## src/rtl/ascon_pkg.sv

```systemverilog
// Shared widths, round-constant table and FSM encoding for the Ascon-style
// forward and inverse permutation blocks.
package ascon_pkg;

  localparam int STATE_W = 128;
  localparam int RC_W    = 5;
  localparam int ROUND_W = 4;

  typedef enum logic [1:0] {
    IDLE,
    RUN,
    DONE
  } fsmState_t;

  // Single source of round constants for both directions; indices 12..15 carry no constant.
  function automatic logic [RC_W-1:0] rc_of(input logic [ROUND_W-1:0] round);
    logic [RC_W-1:0] rc;
    case (round)
      4'd0:    rc = 5'h10;
      4'd1:    rc = 5'h01;
      4'd2:    rc = 5'h12;
      4'd3:    rc = 5'h03;
      4'd4:    rc = 5'h14;
      4'd5:    rc = 5'h05;
      4'd6:    rc = 5'h16;
      4'd7:    rc = 5'h07;
      4'd8:    rc = 5'h18;
      4'd9:    rc = 5'h09;
      4'd10:   rc = 5'h1A;
      4'd11:   rc = 5'h0B;
      default: rc = 5'h00;
    endcase
    return rc;
  endfunction

  function automatic logic [STATE_W-1:0] fwd_round(input logic [STATE_W-1:0] state,
                                                   input logic [ROUND_W-1:0] round);
    logic [STATE_W-1:0] t;
    t = state ^ {{(STATE_W-RC_W){1'b0}}, rc_of(round)};
    return t ^ (t >> 8);
  endfunction

endpackage

```

## src/rtl/ascon_inv_round.sv

```systemverilog
// One combinational inverse round: undoes t ^ (t >> 8) with a byte prefix XOR
// from the MSB downward, then strips the round constant.
module ascon_inv_round
  import ascon_pkg::*;
(
  input  logic [STATE_W-1:0] i_y,
  input  logic [ROUND_W-1:0] i_round,
  output logic [STATE_W-1:0] o_x
);

  function automatic logic [STATE_W-1:0] prefixXor(input logic [STATE_W-1:0] y);
    logic [STATE_W-1:0] t;
    t = '0;
    t[STATE_W-1 -: 8] = y[STATE_W-1 -: 8];
    for (int k = (STATE_W / 8) - 2; k >= 0; k--) begin
      t[k*8 +: 8] = y[k*8 +: 8] ^ t[(k+1)*8 +: 8];
    end
    return t;
  endfunction

  logic [STATE_W-1:0] w_t;

  assign w_t = prefixXor(i_y);
  assign o_x = w_t ^ {{(STATE_W-RC_W){1'b0}}, rc_of(i_round)};

endmodule

```

## src/rtl/ascon_inv_permutation.sv

```systemverilog
// Iterative inverse permutation: one inverse round per clock, walking round
// indices downward from r0+N-1 to r0, with valid/ready on both sides.
module ascon_inv_permutation
  import ascon_pkg::*;
#(
  parameter int MAX_ROUNDS = 12
) (
  input  logic               clk,
  input  logic               rst_n,
  input  logic               in_valid,
  output logic               in_ready,
  input  logic [STATE_W-1:0] in_state,
  input  logic [ROUND_W-1:0] in_start_round,
  input  logic [ROUND_W-1:0] in_num_rounds,
  output logic               out_valid,
  input  logic               out_ready,
  output logic [STATE_W-1:0] out_state,
  output logic               busy,
  input  logic               flush
);

  localparam logic [ROUND_W-1:0] MAX_R = ROUND_W'(MAX_ROUNDS);

  fsmState_t          r_fsm;
  fsmState_t          w_nextFsm;
  logic [STATE_W-1:0] r_data;
  logic [STATE_W-1:0] r_outState;
  logic [ROUND_W-1:0] r_r0;
  logic [ROUND_W-1:0] r_cnt;
  logic [ROUND_W-1:0] w_numClamped;
  logic [ROUND_W-1:0] w_roundIdx;
  logic [STATE_W-1:0] w_invOut;
  logic               w_fire;

  assign w_numClamped = (in_num_rounds > MAX_R) ? MAX_R : in_num_rounds;
  assign w_roundIdx   = r_r0 + r_cnt - 4'd1;
  assign w_fire       = in_valid & in_ready & ~flush;

  ascon_inv_round u_invRound (
    .i_y     (r_data),
    .i_round (w_roundIdx),
    .o_x     (w_invOut)
  );

  always_ff @(posedge clk or negedge rst_n) begin
    if (!rst_n) r_fsm <= IDLE;
    else        r_fsm <= w_nextFsm;
  end

  // flush overrides every other transition, including a pending input fire.
  always_comb begin
    w_nextFsm = r_fsm;
    case (r_fsm)
      IDLE:    if (w_fire) w_nextFsm = (w_numClamped == '0) ? DONE : RUN;
      RUN:     if (r_cnt == 4'd1) w_nextFsm = DONE;
      DONE:    if (out_ready) w_nextFsm = IDLE;
      default: w_nextFsm = IDLE;
    endcase
    if (flush) w_nextFsm = IDLE;
  end

  always_comb begin
    in_ready  = (r_fsm == IDLE);
    out_valid = (r_fsm == DONE);
    busy      = (r_fsm == RUN) || (r_fsm == DONE);
  end

  always_ff @(posedge clk or negedge rst_n) begin
    if (!rst_n) begin
      r_data     <= '0;
      r_outState <= '0;
      r_r0       <= '0;
      r_cnt      <= '0;
    end else begin
      case (r_fsm)
        IDLE: begin
          if (w_fire) begin
            r_data <= in_state;
            r_r0   <= in_start_round;
            r_cnt  <= w_numClamped;
            if (w_numClamped == '0) r_outState <= in_state;
          end
        end
        RUN: begin
          if (!flush) begin
            r_data <= w_invOut;
            r_cnt  <= r_cnt - 4'd1;
            if (r_cnt == 4'd1) r_outState <= w_invOut;
          end
        end
        default: ;
      endcase
    end
  end

  assign out_state = r_outState;

endmodule

```

## config.mk

```make
export PLATFORM = sky130hd
export DESIGN_NAME = ascon_inv_permutation
export DESIGN_NICKNAME = d
export VERILOG_FILES = /design/src/rtl/ascon_pkg.sv /design/src/rtl/ascon_inv_round.sv /design/src/rtl/ascon_inv_permutation.sv
export SDC_FILE = /design/constraint.sdc
export NUM_CORES = 1
export LEC_CHECK = 0
export ABC_AREA = 1
export CAP_MARGIN = 0
export CORE_ASPECT_RATIO = 2
export CORE_MARGIN = 2
export CORE_UTILIZATION = 25
export CTS_CLUSTER_DIAMETER = 150
export CTS_CLUSTER_SIZE = 40
export DETAILED_ROUTE_END_ITERATION = 10
export HOLD_SLACK_MARGIN = 0.08
export MAX_ROUTING_LAYER = met4
export PLACE_DENSITY = 0.41
export SYNTH_ARGS = -nofsm -noshare
export SYNTH_HDL_FRONTEND = slang
export SYNTH_SLANG_ARGS = --single-unit
```

## constraint.sdc

```tcl
create_clock -name clk -period 3.74 [get_ports clk]
set_input_delay 0.374 -clock clk [delete_from_list [all_inputs] [get_ports clk]]
set_output_delay 0.374 -clock clk [all_outputs]
set_load 0.1 [all_outputs]
```

# ---- After elaboration in Yosys (flattened, before gate mapping)
# Memory sizes are Yosys's and may differ from the RTL's.
# Cells that the tools add are included.
dict set report totals {
  register_bits 266
  latch_bits 0
  mem_bits_rw 0
  rom_bits 80
  inputBits 141
  output_inout_bits 131
  elab_cells 65
  mem_count 1
}
dict set report op_classes {
  add_sub_neg 3
  mul 0
  n_div 0
  n_lt_le_gt_ge 1
  n_eq_ne 10
  shifts 0
  mux 18
  bitwise_logic 19
  reduce_logical 8
}
# memory words width read_ports rd_clocked_by_memory_dff wr line
set memory_table {}
lappend memory_table {{(name not given)} 16 5 1 0 0 ascon_pkg.sv:18} ;# case (round)
# operator n
set ops {}
lappend ops {{128-bit two-way mux} 6}
lappend ops {{128-bit case mux with 2 select lines} 2}
lappend ops {{128-bit by 5-bit bitwise XOR with 128-bit output} 1}
lappend ops {{8-bit bitwise XOR} 15}
lappend ops {{4-bit two-way mux} 3}
lappend ops {{2-bit two-way mux} 5}
lappend ops {{4-bit case mux with 2 select lines} 1}
lappend ops {{4-bit by 1-bit subtractor with 4-bit output, second input constant} 2}
lappend ops {{3-bit by 1-bit != test with 1-bit output, second input constant} 2}
lappend ops {{2-bit case mux with 3 select lines} 1}
lappend ops {{3-bit AND reduction} 2}
lappend ops {{5-bit AND reduction} 1}
lappend ops {{4-bit adder} 1}
lappend ops {{4-bit by 1-bit equality test with 1-bit output, second input constant} 1}
lappend ops {{4-bit > comparator, second input constant} 1}
lappend ops {{4-bit logical NOT} 1}
lappend ops {{2-bit by 1-bit != test with 1-bit output, second input constant} 2}
lappend ops {{2-bit != test, second input constant} 2}
lappend ops {{3-bit != test, second input constant} 1}
lappend ops {{1-bit bitwise AND} 2}
lappend ops {{2-bit by 1-bit equality test with 1-bit output, second input constant} 1}
lappend ops {{2-bit equality test, second input constant} 1}
lappend ops {{2-bit logical NOT} 1}
lappend ops {{2-bit AND reduction} 1}
lappend ops {{other kinds (3)} 3}

# ---- Depth between registers and ports, before layout
dict set report logic_depth {
  word_depth 19
  ltp_mapped 27
  mapped_depth_nobuf 27
}

# ---- Modules after synthesis
# From an unflattened synthesis, not the netlist that was laid out.
dict set report unflattened {
  cells_unflattened 2104
  hier_area_um2 15259.6
}
# mod instances cells_per_inst area_per_inst_um2 seq_area_each_um2
set modules_own_cells {}
lappend modules_own_cells {ascon_inv_permutation 1 1456 11767.5 6656.4}
lappend modules_own_cells {ascon_inv_round 1 648 3492.1 0.0}

# ---- Least setup slack after synthesis
# Ideal clock, no wire load.
dict set report synth_path {
  kind {flip-flop to flip-flop}
  startpoint {register r_fsm[0]}
  endpoint {register r_data[33]}
  arrival_ps 2832
  required_time_ps 3657
  slack_ps 826
  path_stages_with_launch 11
  n_path_buf 4
  synth_period_minus_slack_ps 2914
  cell_sequence {dfrtp_1 inv_1 ha_1 inv_1 a31oi_1 clkbuf_1 clkbuf_1 clkbuf_1 clkbuf_1 nand2_1 o21ai_0}
}
dict set report synth_between {
  elab_chain_cells 5
  elab_cells_between_ends 9
  cone_classes {eq/ne: 3; mux: 1; bitwise: 2; reduce/logical: 3}
}
# item line
set synth_rtl {}
lappend synth_rtl {{from (decl)} ascon_inv_permutation.sv:24} ;# fsmState_t r_fsm;
lappend synth_rtl {{from (signal assigned)} ascon_inv_permutation.sv:47} ;# else r_fsm <= w_nextFsm;
lappend synth_rtl {{2-bit logical NOT (*)} ascon_inv_permutation.sv:63} ;# in_ready = (r_fsm == IDLE);
lappend synth_rtl {{via in_ready} ascon_inv_permutation.sv:11} ;# output logic in_ready,
lappend synth_rtl {{1-bit bitwise AND (2 in a row)} ascon_inv_permutation.sv:37} ;# assign w_fire = in_valid & in_ready & ~flush;
lappend synth_rtl {{2-bit by 1-bit != test with 1-bit output (no source line)} -}
lappend synth_rtl {{3-bit AND reduction (no source line)} -}
lappend synth_rtl {{to (signal assigned)} ascon_inv_permutation.sv:78} ;# r_data <= in_state;
lappend synth_rtl {{to (signal assigned)} ascon_inv_permutation.sv:86} ;# r_data <= w_invOut;
lappend synth_rtl {{to (decl)} ascon_inv_permutation.sv:26} ;# logic [STATE_W-1:0] r_data;
# The timed path passes the listed nets; every way through them passes the cells marked *.
# A chain may end at the register's enable or synchronous reset.

# ---- Final worst setup path
dict set report layout_path {
  startpoint {register r_data[122]}
  endpoint {register r_outState[2] (netlist: out_state[2])}
}
dict set report layout_between {
  elab_chain_cells 19
}
# item line
set layout_rtl {}
lappend layout_rtl {{8-bit bitwise XOR (15 in a row)} ascon_inv_round.sv:16} ;# t[k*8 +: 8] = y[k*8 +: 8] ^ t[(k+1)*8 +: 8];
lappend layout_rtl {{128-bit by 5-bit bitwise XOR with 128-bit output} ascon_inv_round.sv:24} ;# assign o_x = w_t ^ {{(STATE_W-RC_W){1'b0}}, rc_of(i_round)};
lappend layout_rtl {{128-bit two-way mux} ascon_inv_permutation.sv:88} ;# if (r_cnt == 4'd1) r_outState <= w_invOut;
lappend layout_rtl {{128-bit two-way mux} ascon_inv_permutation.sv:85} ;# if (!flush) begin
lappend layout_rtl {{128-bit case mux with 2 select lines} ascon_inv_permutation.sv:75} ;# case (r_fsm)
lappend layout_rtl {{to (signal assigned)} ascon_inv_permutation.sv:81} ;# if (w_numClamped == '0) r_outState <= in_state;
lappend layout_rtl {{to (signal assigned)} ascon_inv_permutation.sv:88}
lappend layout_rtl {{to (decl)} ascon_inv_permutation.sv:27} ;# logic [STATE_W-1:0] r_outState;
# No other way between the ends. The select of a mux whose other input is x is not followed.

==> impl_metrics.env <==
export IMPL_cts_tree="done"
export IMPL_r2r_cells=24
export IMPL_synth_distinct_cells=30
export IMPL_grt_use_total_pct=19.0
export IMPL_synth_top_area_share_pct=46.7
export IMPL_synthArstFlopShare_pct=100
export IMPL_setup_viol=0
export IMPL_path_clk_slew_ns=0.16
export IMPL_clockBufferDepth=3
export IMPL_clkLatencyLatePin_ns=0.54
export IMPL_crit_path_start_kind="flip-flop"
export IMPL_vias_per_cell=4.74
export IMPL_path_common_cell="nand2_1"
export IMPL_r2r_end="out_state[2]"
export IMPL_antenna_found_initial=5
export IMPL_io_buffers=271
export IMPL_critPathCaptureType="flip-flop"
export IMPL_initial_core_util_pct=25.3
export IMPL_yosysTopAreaCell="dfrtp_1"
export IMPL_synth_ff_type="dfrtp_1"
export IMPL_outcome="finished clean"
export IMPL_fp_dieH_um=342
export IMPL_post_route_period_util_pct=91.6
export IMPL_worst_pin_slew_ns=1.18
export IMPL_relSlewSlack_pct=21.1
export IMPL_yosysMostFrequentCell="nand2_1"
export IMPL_hold_end="r_r0[3]"
export IMPL_netlist_area_sq_mm=0.0143
export IMPL_vias=13300
export IMPL_fp_dieW_um=173
export IMPL_hp_start="in_start_round[3]"
export IMPL_critPathSlowestCell="dfrtp_1"
export IMPL_setup_tns_ns=0
export IMPL_fin_ws_ns=0.313
export IMPL_drt_iter0_drc=819
export IMPL_synth_area_leaders="dfrtp_1 47%, nand2_1 14%, o21ai_0 11%"
export IMPL_fmax_mhz=292
export IMPL_ys_seq_area_share_pct=46.7
export IMPL_worstHoldPathType="in2reg"
export IMPL_wl_per_cell_um=19.7
export IMPL_global_route_overflow_total=0
export IMPL_whs_ns=0.357
export IMPL_r2r_start="r_data[122]"
export IMPL_gp_congestion=0.834
export IMPL_cp_data_required_time_ns=4.17
export IMPL_ios=272
export IMPL_synth_warnings=0
export IMPL_cts_hold_buf=1
export IMPL_core_sq_mm=0.0563
export IMPL_slew_violations=0
export IMPL_dp_hpwl_um=41700
export IMPL_die_area_sq_mm=0.0591
export IMPL_grt_max_degree=199
export IMPL_drc=0
export IMPL_area_growth_pct=26.7
export IMPL_htreeDepth=1
export IMPL_synth_common_cells="514 x nand2_1, 317 x o21ai_0, 282 x nand3_1"
export IMPL_rsz0062_at_grt="false"
export IMPL_path_class="reg2reg"
export IMPL_syn_inst=1838
export IMPL_path_cells="inv_2 -> nand2_1 -> nand3_1 -> nand2_2 -> nand2_2 -> nand3_2 -> nand2_2 -> nand2_1 -> nand3_2 -> nand2_2 -> nand2_2 -> nand3_1 -> nand3_2 -> nand3_1 -> nand3_1 -> nand3_1 -> nand3_1 -> nand2_1 -> nand2_1 -> nand3_2 -> nand2_1 -> nand2_1 -> nand2_1 -> nand2_1"
export IMPL_skew_ns=0.0337
export IMPL_drive_gt1_share_pct=9.46
export IMPL_whs_path_depth=3
export IMPL_rrSetupSlack_ns=0.31
export IMPL_hold_viol=0
export IMPL_first_pass_iters=5
export IMPL_synth_ff_latch_count=266
export IMPL_grt_pass1_vias=13200
export IMPL_cts_root_buf="clkbuf_16"
export IMPL_synth_edff_count=0
export IMPL_crit_path_max_fanout=4
export IMPL_grt_pass1_wl_um=83100
export IMPL_synth_fp_nets=1989
export IMPL_routed_wl_um=55300
export IMPL_cpPeakStageDelay_ns=0.44
export IMPL_dp_slack_ns=0.285
export IMPL_fin_nets=2202
export IMPL_ant_nets=0
export IMPL_numClockSinks=266
export IMPL_fp_row_count=123
export IMPL_post_route_min_period_ns=3.43
export IMPL_max_cap_viol_count=0
export IMPL_ctsResizeCount=0
export IMPL_postCtsSetupBuffers=0
export IMPL_cts_buffers=10
export IMPL_final_util_pct=32.1
export IMPL_syn_avg_cell_area_sq_um=7.76
export IMPL_critical_path_arrival_ns=3.86
## routing by layer
metal  part of all wire (%)  global-route usage (%)  vias up  routed length, um
met5                      0                       -        -                  0
met2                     53                    34.5      324              29200
met4                    3.4                    6.11        0               1870
met3                    3.6                    1.95       52               1970
li1                       -                       -     6543                  -
met1                     40                    21.7     6377              22300
## how the worst max path moves through the flow
| stage | start | to | slack, ns |
|---|---|---|---|
| 2_1_floorplan | r_fsm[0] | r_data[33] | 0.83 |
| 3_3_place_gp | r_data[122] | out_state[2] | 0.34 |
| 3_5_place_dp | r_data[122] | out_state[2] | 0.29 |
| 4_1_cts | r_data[122] | out_state[2] | 0.23 |
| 5_1_grt | r_data[122] | out_state[2] | 0.04 |
| 6_report | r_data[122] | out_state[2] | 0.31 |
## placed cells by master (no fill, tap or decap)
master,instances
or2_2,3
nand3_2,88
nand2_2,53
inv_2,16
buf_8,1
nor2_1,16
buf_12,5
nand2_4,1
ha_4,1
nor3_1,1
dlygate4sd3_1,1
nand2_1,513
clkdlybuf4s50_1,267
inv_1,128
a31oi_1,9
a22oi_1,1
fa_1,1
diode_2,3
a21oi_1,8
nand4_1,6
o21ai_0,317
dfrtp_1,266
nand3_1,282
inv_12,1
xnor2_1,4
buf_4,13
o21ai_1,18
clkinv_1,2
a221oi_1,1
a211oi_1,2
a311oi_1,1
clkbuf_16,11
a31oi_4,1
ha_1,8
xor2_1,5
## flip-flops by register name (all words and copies together), names as in the netlist
name and count:
out_state 128, r_data 128, r_cnt 4, r_r0 4
r_fsm 2
## cell families after synthesis
| logic type | count (synthesis) | synth area share, % |
|---|---|---|
| buffers and inverters | 232 | 6.36 |
| AND/OR/NAND/NOR | 963 | 32.8 |
| adder cells (fa/ha/maj) | 10 | 0.930 |
| flip-flops | 266 | 46.7 |
| XOR/XNOR | 9 | 0.552 |
| AO/OA/AOI/OAI | 358 | 12.7 |
## worst max-delay path: cells and delay by family, from the launching register on
kind,cells,cell delay [ns]
flip-flops,1,0.44
AND/OR/NAND/NOR,23,2.76
buffers and inverters,1,0.12
## stage by stage
stage,area [sq um],cells
4_1_cts,18100,2801
2_1_floorplan,14300,1838
6_report,18100,2804
5_1_grt,18100,2804
3_3_place_gp,17800,2788
3_5_place_dp,17800,2788
## final cells by class
| cell class | count | area (sq um) |
|---|---|---|
| fillers | 6098 | 38200 |
| multi-input cells | 1340 | 6740 |
| flip-flops and latches | 266 | 6660 |
| repair buffers | 287 | 2900 |
| well taps | 750 | 938 |
| inverters | 146 | 548 |
| clock buffers | 11 | 275 |
| clock inverters | 1 | 16.3 |
| diodes | 3 | 7.51 |
Power is left out: the tool's default activity adds up to more than one toggle a clock period on the data nets, which glitch-free logic cannot reach.
